$ cat config.mk
export PLATFORM = sky130hd
export DESIGN_NAME = srp16_boot_loader
export DESIGN_NICKNAME = d
export VERILOG_FILES = /design/src/rtl/srp16_boot_loader.sv
export SDC_FILE = /design/constraint.sdc
export NUM_CORES = 1
export LEC_CHECK = 0
export BUFFER_PORTS_ARGS = -buffer_cell sky130_fd_sc_hd__buf_2
export CORE_MARGIN = 4
export CORE_UTILIZATION = 25
export CTS_CLUSTER_DIAMETER = 100
export DETAILED_ROUTE_END_ITERATION = 12
export GPL_TIMING_DRIVEN = 1
export PLACE_DENSITY_LB_ADDON = 0.08
export SKIP_LAST_GASP = 1
export SYNTH_ARGS = -nofsm -noshare
export SYNTH_HDL_FRONTEND = slang
export SYNTH_SLANG_ARGS = --single-unit
export TNS_END_PERCENT = 30
$ cat constraint.sdc
create_clock -name clk -period 2.2 [get_ports clk]
set_clock_uncertainty 0.2 [all_clocks]
set_input_delay 0.11 -clock clk [delete_from_list [all_inputs] [get_ports clk]]
set_output_delay 0.11 -clock clk [all_outputs]
set_load 0.01 [all_outputs]
$ cat src/rtl/srp16_boot_loader.sv
// ---------------------------------------------------------------------------
// srp16_boot_loader
//
// Byte-stream program loader for the SRP16 core. Accepts a framed image over
// a valid/ready byte interface and writes it word-by-word into processor
// memory. The core is held in reset until the complete image has been
// received and its XOR checksum verified.
//
// Frame (little-endian): ADDR_LO ADDR_HI CNT_LO CNT_HI {LO HI}*CNT CSUM
// CSUM is the XOR of every preceding byte in the frame.
//
// Ports:
//   clk        system clock, rising edge
//   reset      synchronous, active-high
//   rx_data    incoming byte
//   rx_valid   rx_data valid
//   rx_ready   loader can accept a byte (from state only)
//   mem_addr   word address of the current write (registered)
//   mem_wdata  word to write (registered)
//   mem_we     one-cycle write strobe (registered)
//   cpu_reset  high until a verified image is loaded
//   load_done  image loaded and checksum matched
//   load_error checksum mismatch
// ---------------------------------------------------------------------------
module srp16_boot_loader #(
    parameter int unsigned ADDR_WIDTH = 16
) (
    input  logic                  clk,
    input  logic                  reset,
    input  logic [7:0]            rx_data,
    input  logic                  rx_valid,
    output logic                  rx_ready,
    output logic [ADDR_WIDTH-1:0] mem_addr,
    output logic [15:0]           mem_wdata,
    output logic                  mem_we,
    output logic                  cpu_reset,
    output logic                  load_done,
    output logic                  load_error
);

    typedef enum logic [3:0] {
        S_ADDR_LO,
        S_ADDR_HI,
        S_CNT_LO,
        S_CNT_HI,
        S_DATA_LO,
        S_DATA_HI,
        S_CSUM,
        S_DONE,
        S_ERROR
    } state_t;

    state_t state;
    state_t state_next;

    // lo_byte holds whichever low byte (address, count or data) was last seen;
    // the three uses never overlap in time.
    logic [7:0]            lo_byte;
    logic [ADDR_WIDTH-1:0] wr_addr;
    logic [15:0]           count;
    logic [7:0]            checksum;
    logic                  accept;

    assign accept = rx_valid && rx_ready;

    // State register
    always_ff @(posedge clk) begin
        if (reset) begin
            state <= S_ADDR_LO;
        end else begin
            state <= state_next;
        end
    end

    // Next-state and rx_ready; every non-terminal state accepts a byte, so
    // acceptance reduces to rx_valid inside those branches.
    always_comb begin
        state_next = state;
        rx_ready   = 1'b0;
        case (state)
            S_ADDR_LO: begin
                rx_ready = 1'b1;
                if (rx_valid) state_next = S_ADDR_HI;
            end
            S_ADDR_HI: begin
                rx_ready = 1'b1;
                if (rx_valid) state_next = S_CNT_LO;
            end
            S_CNT_LO: begin
                rx_ready = 1'b1;
                if (rx_valid) state_next = S_CNT_HI;
            end
            S_CNT_HI: begin
                rx_ready = 1'b1;
                if (rx_valid) begin
                    if ({rx_data, lo_byte} == 16'h0000) state_next = S_CSUM;
                    else                                state_next = S_DATA_LO;
                end
            end
            S_DATA_LO: begin
                rx_ready = 1'b1;
                if (rx_valid) state_next = S_DATA_HI;
            end
            S_DATA_HI: begin
                rx_ready = 1'b1;
                // count still holds the pre-decrement value here
                if (rx_valid) begin
                    if (count == 16'd1) state_next = S_CSUM;
                    else                state_next = S_DATA_LO;
                end
            end
            S_CSUM: begin
                rx_ready = 1'b1;
                if (rx_valid) begin
                    if (rx_data == checksum) state_next = S_DONE;
                    else                     state_next = S_ERROR;
                end
            end
            S_DONE:  state_next = S_DONE;
            S_ERROR: state_next = S_ERROR;
            default: state_next = S_ADDR_LO;
        endcase
    end

    // Datapath: field assembly, running checksum and the registered write port
    always_ff @(posedge clk) begin
        if (reset) begin
            lo_byte   <= '0;
            wr_addr   <= '0;
            count     <= '0;
            checksum  <= '0;
            mem_addr  <= '0;
            mem_wdata <= '0;
            mem_we    <= 1'b0;
        end else begin
            mem_we <= 1'b0;
            if (accept) begin
                checksum <= checksum ^ rx_data;
                case (state)
                    S_ADDR_LO, S_CNT_LO, S_DATA_LO: begin
                        lo_byte <= rx_data;
                    end
                    S_ADDR_HI: begin
                        wr_addr <= ADDR_WIDTH'({rx_data, lo_byte});
                    end
                    S_CNT_HI: begin
                        count <= {rx_data, lo_byte};
                    end
                    S_DATA_HI: begin
                        mem_we    <= 1'b1;
                        mem_addr  <= wr_addr;
                        mem_wdata <= {rx_data, lo_byte};
                        wr_addr   <= wr_addr + ADDR_WIDTH'(1);
                        count     <= count - 16'd1;
                    end
                    default: ;
                endcase
            end
        end
    end

    // Status outputs follow the terminal states directly
    always_comb begin
        cpu_reset  = (state != S_DONE);
        load_done  = (state == S_DONE);
        load_error = (state == S_ERROR);
    end

endmodule

==> impl_results.html, run 1 <==
<table>
<tr><th>Metric</th><th>Value</th></tr>
<tr><th colspan="2">Finish</th></tr>
<tr><td>Layout Area Growth over Synthesis</td><td>27.0%</td></tr>
<tr><td>Commonest non-fill, non-tap cells in the layout</td><td>sky130_fd_sc_hd__nand2_1, sky130_fd_sc_hd__dfxtp_1, sky130_fd_sc_hd__a21oi_1</td></tr>
<tr><td>Number of diodes</td><td>0</td></tr>
<tr><td>Non-filler cells in the finished layout</td><td>between 800 and 900</td></tr>
<tr><td>Number of nets in the finished design</td><td>~600</td></tr>
<tr><td>Final core utilization</td><td>about a third</td></tr>
<tr><td>Most common library cell in the layout ignoring fill and taps</td><td>sky130_fd_sc_hd__nand2_1</td></tr>
<tr><td>Fraction of layout instances using a drive strength above 1</td><td>between 10% and 20%</td></tr>
<tr><td>Filler cells</td><td>approximately 1700</td></tr>
<tr><td>Final design area excluding fillers</td><td>just over 5000 sq um</td></tr>
<tr><th colspan="2">Power</th></tr>
<tr><td>Static Leakage</td><td>between 2 and 2.5 nW</td></tr>
<tr><td>Power Density</td><td>roughly 670 nW/um^2</td></tr>
<tr><td>Peak ir drop on the vdd network</td><td>about 0.00035 V</td></tr>
<tr><td>Post-route total power</td><td>about 3.4 mW</td></tr>
<tr><th colspan="2">Synth</th></tr>
<tr><td>Flip-flop and latch count after synthesis</td><td>between 80 and 90</td></tr>
<tr><td>Yosys cell types</td><td>55</td></tr>
<tr><td>Fraction of the yosys area taken by sequential cells</td><td>around two fifths</td></tr>
<tr><td>Dominant synthesized flop cell</td><td>sky130_fd_sc_hd__dfxtp_1</td></tr>
<tr><td>Number of flops mapped to enable cells by yosys</td><td>0</td></tr>
<tr><td>Ys Warns</td><td>0</td></tr>
<tr><td>Synthesized cell area</td><td>about 4100 sq um</td></tr>
<tr><td>Syn avg cell area</td><td>approximately 7.7 sq um</td></tr>
<tr><td>Number of standard cells after synthesis</td><td>around 530</td></tr>
<tr><td>Fraction of registers with async set/reset</td><td>0%</td></tr>
<tr><td>Post-synth net total</td><td>around 540</td></tr>
<tr><th colspan="2">Clock tree</th></tr>
<tr><td>CTS sink cnt</td><td>85</td></tr>
<tr><td>CTS root buffer</td><td>sky130_fd_sc_hd__clkbuf_16</td></tr>
<tr><td>Maximum level of the CTS H-tree</td><td>3</td></tr>
<tr><td>Buffers from clock root to sink, at most</td><td>2</td></tr>
<tr><td>Setup Buffers After CTS</td><td>0</td></tr>
<tr><td>Clock tree from TritonCTS</td><td>built</td></tr>
<tr><td>Worst-skew pair later-pin latency</td><td>roughly 0.34 ns</td></tr>
<tr><td>Number of buffers created by CTS</td><td>9</td></tr>
<tr><td>Reg clk slew, reported paths</td><td>about 0.06 ns</td></tr>
<tr><th colspan="2">Critical path</th></tr>
<tr><td>Worst r2r dst</td><td>count[12]</td></tr>
<tr><td>Number of cells on the worst reg-to-reg path</td><td>6</td></tr>
<tr><td>Biggest fanout along the worst timing path</td><td>4</td></tr>
<tr><td>Critical path capture point type</td><td>flop</td></tr>
<tr><td>Setup Crit Path Kind</td><td>flop to flop</td></tr>
<tr><td>Worst setup path end</td><td>count[12]</td></tr>
<tr><td>Crit Reg-Reg Startpoint</td><td>count[1]</td></tr>
<tr><td>Required time reported for the critical path endpoint</td><td>~2.2 ns</td></tr>
<tr><td>CP startpoint</td><td>count[1]</td></tr>
<tr><td>Arrival time worst endpoint</td><td>2.21 ns</td></tr>
<tr><td>Startpoint kind of the worst setup timing path</td><td>flop</td></tr>
<tr><td>Setup slack on the worst flop-to-flop path</td><td>roughly 0.0069 ns</td></tr>
<tr><th colspan="2">Placed design</th></tr>
<tr><td>Number of instances in the placed design</td><td>~800</td></tr>
<tr><td>Routability congestion estimate from global placement</td><td>approximately 0.83</td></tr>
<tr><td>I/O Buffers</td><td>47</td></tr>
<tr><td>Detailed placer's ending HPWL</td><td>9680 um</td></tr>
<tr><td>Worst slack at placement</td><td>-0.00886 ns</td></tr>
<tr><td>Placement-stage cell area</td><td>4810 sq um</td></tr>
<tr><th colspan="2">GRT</th></tr>
<tr><td>Largest net degree at the start of global routing</td><td>79</td></tr>
<tr><td>Via count of the first global-routing pass</td><td>slightly below 4000</td></tr>
<tr><td>Initial antenna violation count</td><td>0</td></tr>
<tr><td>Total global routing track utilization</td><td>15.4%</td></tr>
<tr><td>Remaining Overflow, GRT</td><td>0</td></tr>
<tr><td>First-pass GRT wire length</td><td>21900 um</td></tr>
<tr><th colspan="2">STA</th></tr>
<tr><td>Max-Slew Margin vs Limit</td><td>about three fifths</td></tr>
<tr><td>Worst Tran Pin Value</td><td>roughly 0.56 ns</td></tr>
<tr><td>PnR worst setup slack</td><td>0.00686 ns</td></tr>
<tr><td>Hold_ws</td><td>~0.032 ns</td></tr>
<tr><td>Number of setup violations in the final report</td><td>0</td></tr>
<tr><td>Fin crit period</td><td>2.19 ns</td></tr>
<tr><td>Unrepaired setup endpoints after global routing</td><td>true</td></tr>
<tr><td>Final setup TNS</td><td>0 ns</td></tr>
<tr><td>Max-slew violation count</td><td>0</td></tr>
<tr><td>Period utilization</td><td>between 90% and 100%</td></tr>
<tr><td>Highest clock rate</td><td>roughly 460 MHz</td></tr>
<tr><td>Total count of hold-check failures in the final report</td><td>0</td></tr>
<tr><th colspan="2">Route</th></tr>
<tr><td>1st-pass router iterations</td><td>4</td></tr>
<tr><td>Post-route ant nets</td><td>0</td></tr>
<tr><td>Violation count after the first detailed-route iteration</td><td>338</td></tr>
<tr><td>Drt wl/cell</td><td>between 15 and 20 um</td></tr>
<tr><td>Total wire length after detailed routing</td><td>roughly 14000 um</td></tr>
<tr><td>Number of remaining DRC errors</td><td>0</td></tr>
<tr><td>Vias post-DR</td><td>between 3000 and 4000</td></tr>
<tr><td>Vias per cell</td><td>roughly 4.8</td></tr>
<tr><th colspan="2">Die</th></tr>
<tr><td>Chip width</td><td>136 um</td></tr>
<tr><td>Std-Cell Rows</td><td>46</td></tr>
<tr><td>Top-level I/O count</td><td>48</td></tr>
<tr><td>Die Outline Area</td><td>about 18000 sq um</td></tr>
<tr><td>Effective utilization at floorplan</td><td>25.5%</td></tr>
<tr><td>Die outline height</td><td>136 um</td></tr>
<tr><td>Core footprint</td><td>between 15000 and 20000 sq um</td></tr>
<tr><th colspan="2">Worst hold path</th></tr>
<tr><td>Type of the tightest min-delay check</td><td>input pin to flop</td></tr>
<tr><th colspan="2">Flow run</th></tr>
<tr><td>Number of max-cap violations</td><td>0</td></tr>
<tr><th colspan="2">Outcome</th></tr>
<tr><td>Status</td><td>finished clean</td></tr>
</table>
[cells in the mapped netlist (4+ instances only)]
cell type | number | area (sq um)
sky130_fd_sc_hd__nand2_1 | 110 | 413
sky130_fd_sc_hd__dfxtp_1 | 85 | 1700
sky130_fd_sc_hd__a21oi_1 | 61 | 305
sky130_fd_sc_hd__nor2_1 | 52 | 195
sky130_fd_sc_hd__clkbuf_1 | 35 | 131
sky130_fd_sc_hd__o21ai_0 | 19 | 95.1
sky130_fd_sc_hd__xor2_1 | 17 | 149
sky130_fd_sc_hd__nand3_1 | 12 | 60.1
sky130_fd_sc_hd__nor4_1 | 11 | 68.8
sky130_fd_sc_hd__a31oi_1 | 9 | 56.3
sky130_fd_sc_hd__mux2i_1 | 9 | 90.1
sky130_fd_sc_hd__and3_1 | 8 | 50.1
sky130_fd_sc_hd__inv_1 | 8 | 30.0
sky130_fd_sc_hd__a21o_1 | 7 | 52.6
sky130_fd_sc_hd__a22oi_1 | 7 | 52.6
sky130_fd_sc_hd__nor3_1 | 6 | 30.0
sky130_fd_sc_hd__a211oi_1 | 5 | 37.5
sky130_fd_sc_hd__nand4_1 | 5 | 31.3
sky130_fd_sc_hd__or3_1 | 5 | 31.3
sky130_fd_sc_hd__a311oi_1 | 4 | 35.0
sky130_fd_sc_hd__buf_2 | 4 | 20.0
[sequential cells by signal (all words and copies together) (netlist names)]
register,count
lo_byte,8
mem_we,1
checksum,8
state,4
mem_wdata,16
count,16
wr_addr,16
mem_addr,16
[worst max-delay path, stage by stage, from the launching register on]
cell and delay [ns]:
sky130_fd_sc_hd__dfxtp_1 0.32, sky130_fd_sc_hd__inv_2 0.06, sky130_fd_sc_hd__ha_2 0.16, sky130_fd_sc_hd__or4b_4 0.49, sky130_fd_sc_hd__or4_4 0.46, sky130_fd_sc_hd__o311ai_1 0.26
sky130_fd_sc_hd__a31oi_1 0.12
[area by class of cell]
type / instances / area [sq um] / area share (%)
inverters: 8 / 30.0 / 0.581
flip-flops and latches: 85 / 1700 / 32.9
clock inverters: 3 / 46.3 / 0.896
well taps: 216 / 270 / 5.23
multi-input cells: 396 / 2240 / 43.3
clock buffers: 11 / 243 / 4.70
repair buffers: 93 / 641 / 12.4
[where the power goes]
group	internal (mW)	switching, mW
registers	1.58	0.0458
logic	0.120	0.177
clock network	0.903	0.623
total	2.60	0.846
[timing repair]
item	CTS	global route
endpoints found under the setup margin	2	38
gates resized for setup	1	7
hold endpoints to repair	6	0
pin swaps	0	1
hold buffers	4	0
[per-layer routing]
layer	up-vias	global-route usage [%]	part of all wire, %
met4	0	5.60	2.1
li1	1988	-	-
met5	-	0	0
met3	18	2.93	4.6
met2	85	23.0	43
met1	1836	22.1	50
[kinds of logic after synthesis]
family	after synthesis	synth area share [%]
compound gates	134	20.4
xor+xnor	18	3.87
fa+ha+maj	3	0.922
buf+inv	48	4.55
flops	85	41.8
mux	9	2.21
simple gates	232	26.3
[worst min path at each step]
stage,startpoint,end,slack [ns],cells after the start
final,rx_data[3],mem_wdata[11],0.03,4
after global routing,rx_data[5],mem_wdata[13],0.04,4
after CTS,rx_valid,wr_addr[13],0.02,5
after detailed placement,mem_addr[8],mem_addr[8],0.24,2
after global placement,mem_addr[12],mem_addr[12],0.24,2
after floorplan,rx_data[2],mem_wdata[10],0.05,2
Note: power is estimated with default switching activity, not from simulation.
==> run 2, diff against run 1 <==
--- a/config.mk
+++ b/config.mk
@@ -6,7 +6,6 @@
 export NUM_CORES = 1
 export LEC_CHECK = 0
 export BUFFER_PORTS_ARGS = -buffer_cell sky130_fd_sc_hd__buf_2
-export CORE_MARGIN = 4
 export CORE_UTILIZATION = 25
 export CTS_CLUSTER_DIAMETER = 100
 export DETAILED_ROUTE_END_ITERATION = 12
==> constraint.sdc (replaced) <==
create_clock -name clk -period 2.21 [get_ports clk]
set_clock_uncertainty 0.2 [all_clocks]
set_input_delay 0.1105 -clock clk [delete_from_list [all_inputs] [get_ports clk]]
set_output_delay 0.1105 -clock clk [all_outputs]
set_load 0.01 [all_outputs]
==> run 2 against run 1 <==
The run now ends with negative setup slack left. Sequential share of layout area decreased by 0.25 points. Via count grew 0.89%. Flip-flop and latch count is the same. Cell area is 0.85% higher. Combinational power is essentially flat. Cell count grew 0.62%. First-iteration DRC count down 28%. Routed wire length down 2.3%. Utilization up 0.39 points. Power rose by 3.2%. Critical path depth did not move. Sequential power about the same. Highest routed layer unchanged.
==> impl_results.html, run 2 (synthesized netlist as in run 1, its figures left out) <==
<table>
<tr><th>Metric</th><th>Value</th></tr>
<tr><th colspan="2">Power</th></tr>
<tr><td>Power Density</td><td>683 nW/um^2 (+2.4%)</td></tr>
<tr><td>Peak ir drop on the vdd network</td><td>0.000342 V (-3.2%)</td></tr>
<tr><td>Static Leakage</td><td>2.06 nW (+0.87%)</td></tr>
<tr><th colspan="2">GRT</th></tr>
<tr><td>Largest net degree at the start of global routing</td><td>64 (-19%)</td></tr>
<tr><td>Via count of the first global-routing pass</td><td>3778 (-1.8%)</td></tr>
<tr><td>Initial antenna violation count</td><td>0 (unchanged)</td></tr>
<tr><td>Remaining Overflow, GRT</td><td>0 (unchanged)</td></tr>
<tr><td>First-pass GRT wire length</td><td>21100 um (-3.5%)</td></tr>
<tr><td>Total global routing track utilization</td><td>17.0% (+1.6 points)</td></tr>
<tr><th colspan="2">Critical path</th></tr>
<tr><td>Number of cells on the worst reg-to-reg path</td><td>6 (unchanged)</td></tr>
<tr><td>Delay of the slowest critical-path stage</td><td>0.48 ns (about the same)</td></tr>
<tr><td>Setup Crit Path Kind</td><td>flop to flop</td></tr>
<tr><td>Required time reported for the critical path endpoint</td><td>2.21 ns (about the same)</td></tr>
<tr><td>Worst r2r dst</td><td>count[14]</td></tr>
<tr><td>Critical path capture point type</td><td>flop</td></tr>
<tr><td>Setup slack on the worst flop-to-flop path</td><td>-0.003 ns (about the same)</td></tr>
<tr><td>CP max stage cell</td><td>sky130_fd_sc_hd__or4b_4</td></tr>
<tr><td>Biggest fanout along the worst timing path</td><td>4 (unchanged)</td></tr>
<tr><td>Startpoint kind of the worst setup timing path</td><td>flop</td></tr>
<tr><td>CP startpoint</td><td>count[1]</td></tr>
<tr><td>Crit Reg-Reg Startpoint</td><td>count[1]</td></tr>
<tr><td>Arrival time worst endpoint</td><td>2.21 ns (about the same)</td></tr>
<tr><td>Critical path cell sequence</td><td>inv_2 -&gt; ha_4 -&gt; or4b_4 -&gt; or4_4 -&gt; o311ai_2 -&gt; a31oi_1</td></tr>
<tr><th colspan="2">Finish</th></tr>
<tr><td>Number of diodes</td><td>0 (unchanged)</td></tr>
<tr><td>Sequential Area</td><td>1700 sq um (about the same)</td></tr>
<tr><td>Layout Area Growth over Synthesis</td><td>28.0%</td></tr>
<tr><td>Fraction of layout instances using a drive strength above 1</td><td>20.6% (+0.67 points)</td></tr>
<tr><td>Most common library cell in the layout ignoring fill and taps</td><td>sky130_fd_sc_hd__nand2_1</td></tr>
<tr><td>Commonest non-fill, non-tap cells in the layout</td><td>sky130_fd_sc_hd__nand2_1, sky130_fd_sc_hd__dfxtp_1, sky130_fd_sc_hd__a21oi_1</td></tr>
<tr><td>Filler cells</td><td>1756 (+1.3%)</td></tr>
<tr><td>Number of nets in the finished design</td><td>610 (+0.49%)</td></tr>
<tr><td>Non-filler cells in the finished layout</td><td>817 (+0.62%)</td></tr>
<tr><td>Multi-input logic area</td><td>2230 sq um (about the same)</td></tr>
<tr><th colspan="2">Worst hold path</th></tr>
<tr><td>Min-Delay Endpoint</td><td>mem_wdata[14]</td></tr>
<tr><td>Depth of the worst hold-timing path</td><td>4 (unchanged)</td></tr>
<tr><td>Source of the worst hold timing path</td><td>rx_data[6]</td></tr>
<tr><td>Type of the tightest min-delay check</td><td>input pin to flop</td></tr>
<tr><th colspan="2">Route</th></tr>
<tr><td>Total wire length after detailed routing</td><td>13500 um (-2.3%)</td></tr>
<tr><td>1st-pass router iterations</td><td>4 (unchanged)</td></tr>
<tr><td>Vias post-DR</td><td>3962 (+0.89%)</td></tr>
<tr><td>Post-route ant nets</td><td>0 (unchanged)</td></tr>
<tr><td>Drt wl/cell</td><td>16.6 um (-2.8%)</td></tr>
<tr><td>Number of remaining DRC errors</td><td>0 (unchanged)</td></tr>
<tr><td>Violation count after the first detailed-route iteration</td><td>245 (-28%)</td></tr>
<tr><td>Vias per cell</td><td>4.85 (+0.27%)</td></tr>
<tr><th colspan="2">STA</th></tr>
<tr><td>PnR worst setup slack</td><td>-0.00321 ns (-0.0101 ns)</td></tr>
<tr><td>Highest clock rate</td><td>452 MHz (-0.91%)</td></tr>
<tr><td>Period utilization</td><td>100% (+0.46 points)</td></tr>
<tr><td>Max-Slew Margin vs Limit</td><td>52.3% (-9.6 points)</td></tr>
<tr><td>Total count of hold-check failures in the final report</td><td>0 (unchanged)</td></tr>
<tr><td>Unrepaired setup endpoints after global routing</td><td>true</td></tr>
<tr><td>Max-slew violation count</td><td>0 (unchanged)</td></tr>
<tr><td>Fin crit period</td><td>2.21 ns (+0.0201 ns)</td></tr>
<tr><td>Worst Tran Pin Value</td><td>0.715 ns (+0.150 ns)</td></tr>
<tr><td>Final setup TNS</td><td>-0.00321 ns (-0.00321 ns)</td></tr>
<tr><td>Number of setup violations in the final report</td><td>1 (+1)</td></tr>
<tr><td>Hold_ws</td><td>0.0141 ns (-0.0180 ns)</td></tr>
<tr><th colspan="2">Outcome</th></tr>
<tr><td>Failing checks</td><td>negative setup slack</td></tr>
<tr><td>Status</td><td>finished with violations</td></tr>
<tr><th colspan="2">Clock tree</th></tr>
<tr><td>Clock tree from TritonCTS</td><td>built</td></tr>
<tr><td>CTS sink cnt</td><td>85 (unchanged)</td></tr>
<tr><td>Worst-skew pair later-pin latency</td><td>0.35 ns (about the same)</td></tr>
<tr><td>Number of buffers created by CTS</td><td>9 (unchanged)</td></tr>
<tr><td>Buffers from clock root to sink, at most</td><td>2 (unchanged)</td></tr>
<tr><td>CTS root buffer</td><td>sky130_fd_sc_hd__clkbuf_16</td></tr>
<tr><td>Reg clk slew, reported paths</td><td>0.07 ns (about the same)</td></tr>
<tr><td>Maximum level of the CTS H-tree</td><td>3 (unchanged)</td></tr>
<tr><th colspan="2">Placed design</th></tr>
<tr><td>Detailed placer's ending HPWL</td><td>9210 um (-4.8%)</td></tr>
<tr><td>Number of instances in the placed design</td><td>794 (unchanged)</td></tr>
<tr><td>I/O Buffers</td><td>47 (unchanged)</td></tr>
<tr><td>Routability congestion estimate from global placement</td><td>0.798 (-4.0%)</td></tr>
<tr><th colspan="2">Flow run</th></tr>
<tr><td>Number of max-cap violations</td><td>0 (unchanged)</td></tr>
<tr><th colspan="2">Die</th></tr>
<tr><td>Effective utilization at floorplan</td><td>25.6% (+0.092 points)</td></tr>
<tr><td>Top-level I/O count</td><td>48 (unchanged)</td></tr>
<tr><td>Die outline height</td><td>130 um (-4.4%)</td></tr>
<tr><td>Die Outline Area</td><td>16800 sq um (-8.7%)</td></tr>
<tr><td>Core footprint</td><td>15900 sq um (-0.36%)</td></tr>
<tr><td>Std-Cell Rows</td><td>46 (unchanged)</td></tr>
<tr><td>Chip width</td><td>130 um (-4.4%)</td></tr>
</table>
==> run 2: through the flow <==
| stage | instance area (sq um) | utilization (%) | power, mW | worst slack [ns] |
|---|---|---|---|---|
| 4_1_cts | 5180 | 32.6 | 3.62 | -0.0374 |
| 6_report | 5210 | 32.8 | 3.56 | -0.00321 |
| 5_1_grt | 5210 | 32.8 | 3.69 | -0.0767 |
| 3_5_place_dp | 4790 | 30.2 | 1.94 | -0.0421 |
| 3_3_place_gp | 4790 | 30.2 | 1.94 | -0.0226 |
| 2_1_floorplan | 4070 | - | 1.82 | 0.0254 |
==> run 2: how the worst max path moves through the flow <==
| stage | to | cells past startpoint | slack [ns] |
|---|---|---|---|
| 6_report | count[14] | 6 | -0.003 |
| 5_1_grt | count[11] | 5 | -0.08 |
| 3_5_place_dp | count[9] | 6 | -0.04 |
| 3_3_place_gp | count[9] | 6 | -0.02 |
| 2_1_floorplan | count[14] | 6 | 0.03 |
| 4_1_cts | count[14] | 6 | -0.04 |
==> run 2: routing by layer <==
metal  vias up  part of all wire, %  GRT usage, %
met3        20                  3.4          2.35
met4         0                  2.1          7.73
met1      1870                   50          23.4
met2        72                   45          26.3
met5         -                    0             0
li1       2000                    -             -
==> run 2: repair_timing <==
action,CTS,global route
pin swaps,0,0
endpoints found under the hold margin,20,0
resized for setup,2,5
gates cloned,0,0
buffers inserted,0,2
setup endpoints to repair,4,8
hold buffers,5,0
==> run 2: cell type report <==
| cell class | count | share of cell area (%) |
|---|---|---|
| flip-flops and latches | 85 | 32.7 |
| well taps | 216 | 5.19 |
| clock buffers | 12 | 5.11 |
| repair buffers | 96 | 12.5 |
| inverters | 8 | 0.576 |
| clock inverters | 4 | 1.03 |
| multi-input cells | 396 | 42.9 |
==> run 2: worst max-delay path, delay by kind of cell (launching register included) <==
kind	cells	cell delay (ns)
flops	1	0.32
compound gates	2	0.39
fa+ha+maj	1	0.13
buf+inv	1	0.07
simple gates	2	0.95
==> run 2: power breakdown <==
group / total (mW) / switching [mW] / internal (mW)
clock network: 1.65 / 0.675 / 0.974
registers: 1.62 / 0.0441 / 1.57
logic: 0.295 / 0.175 / 0.120
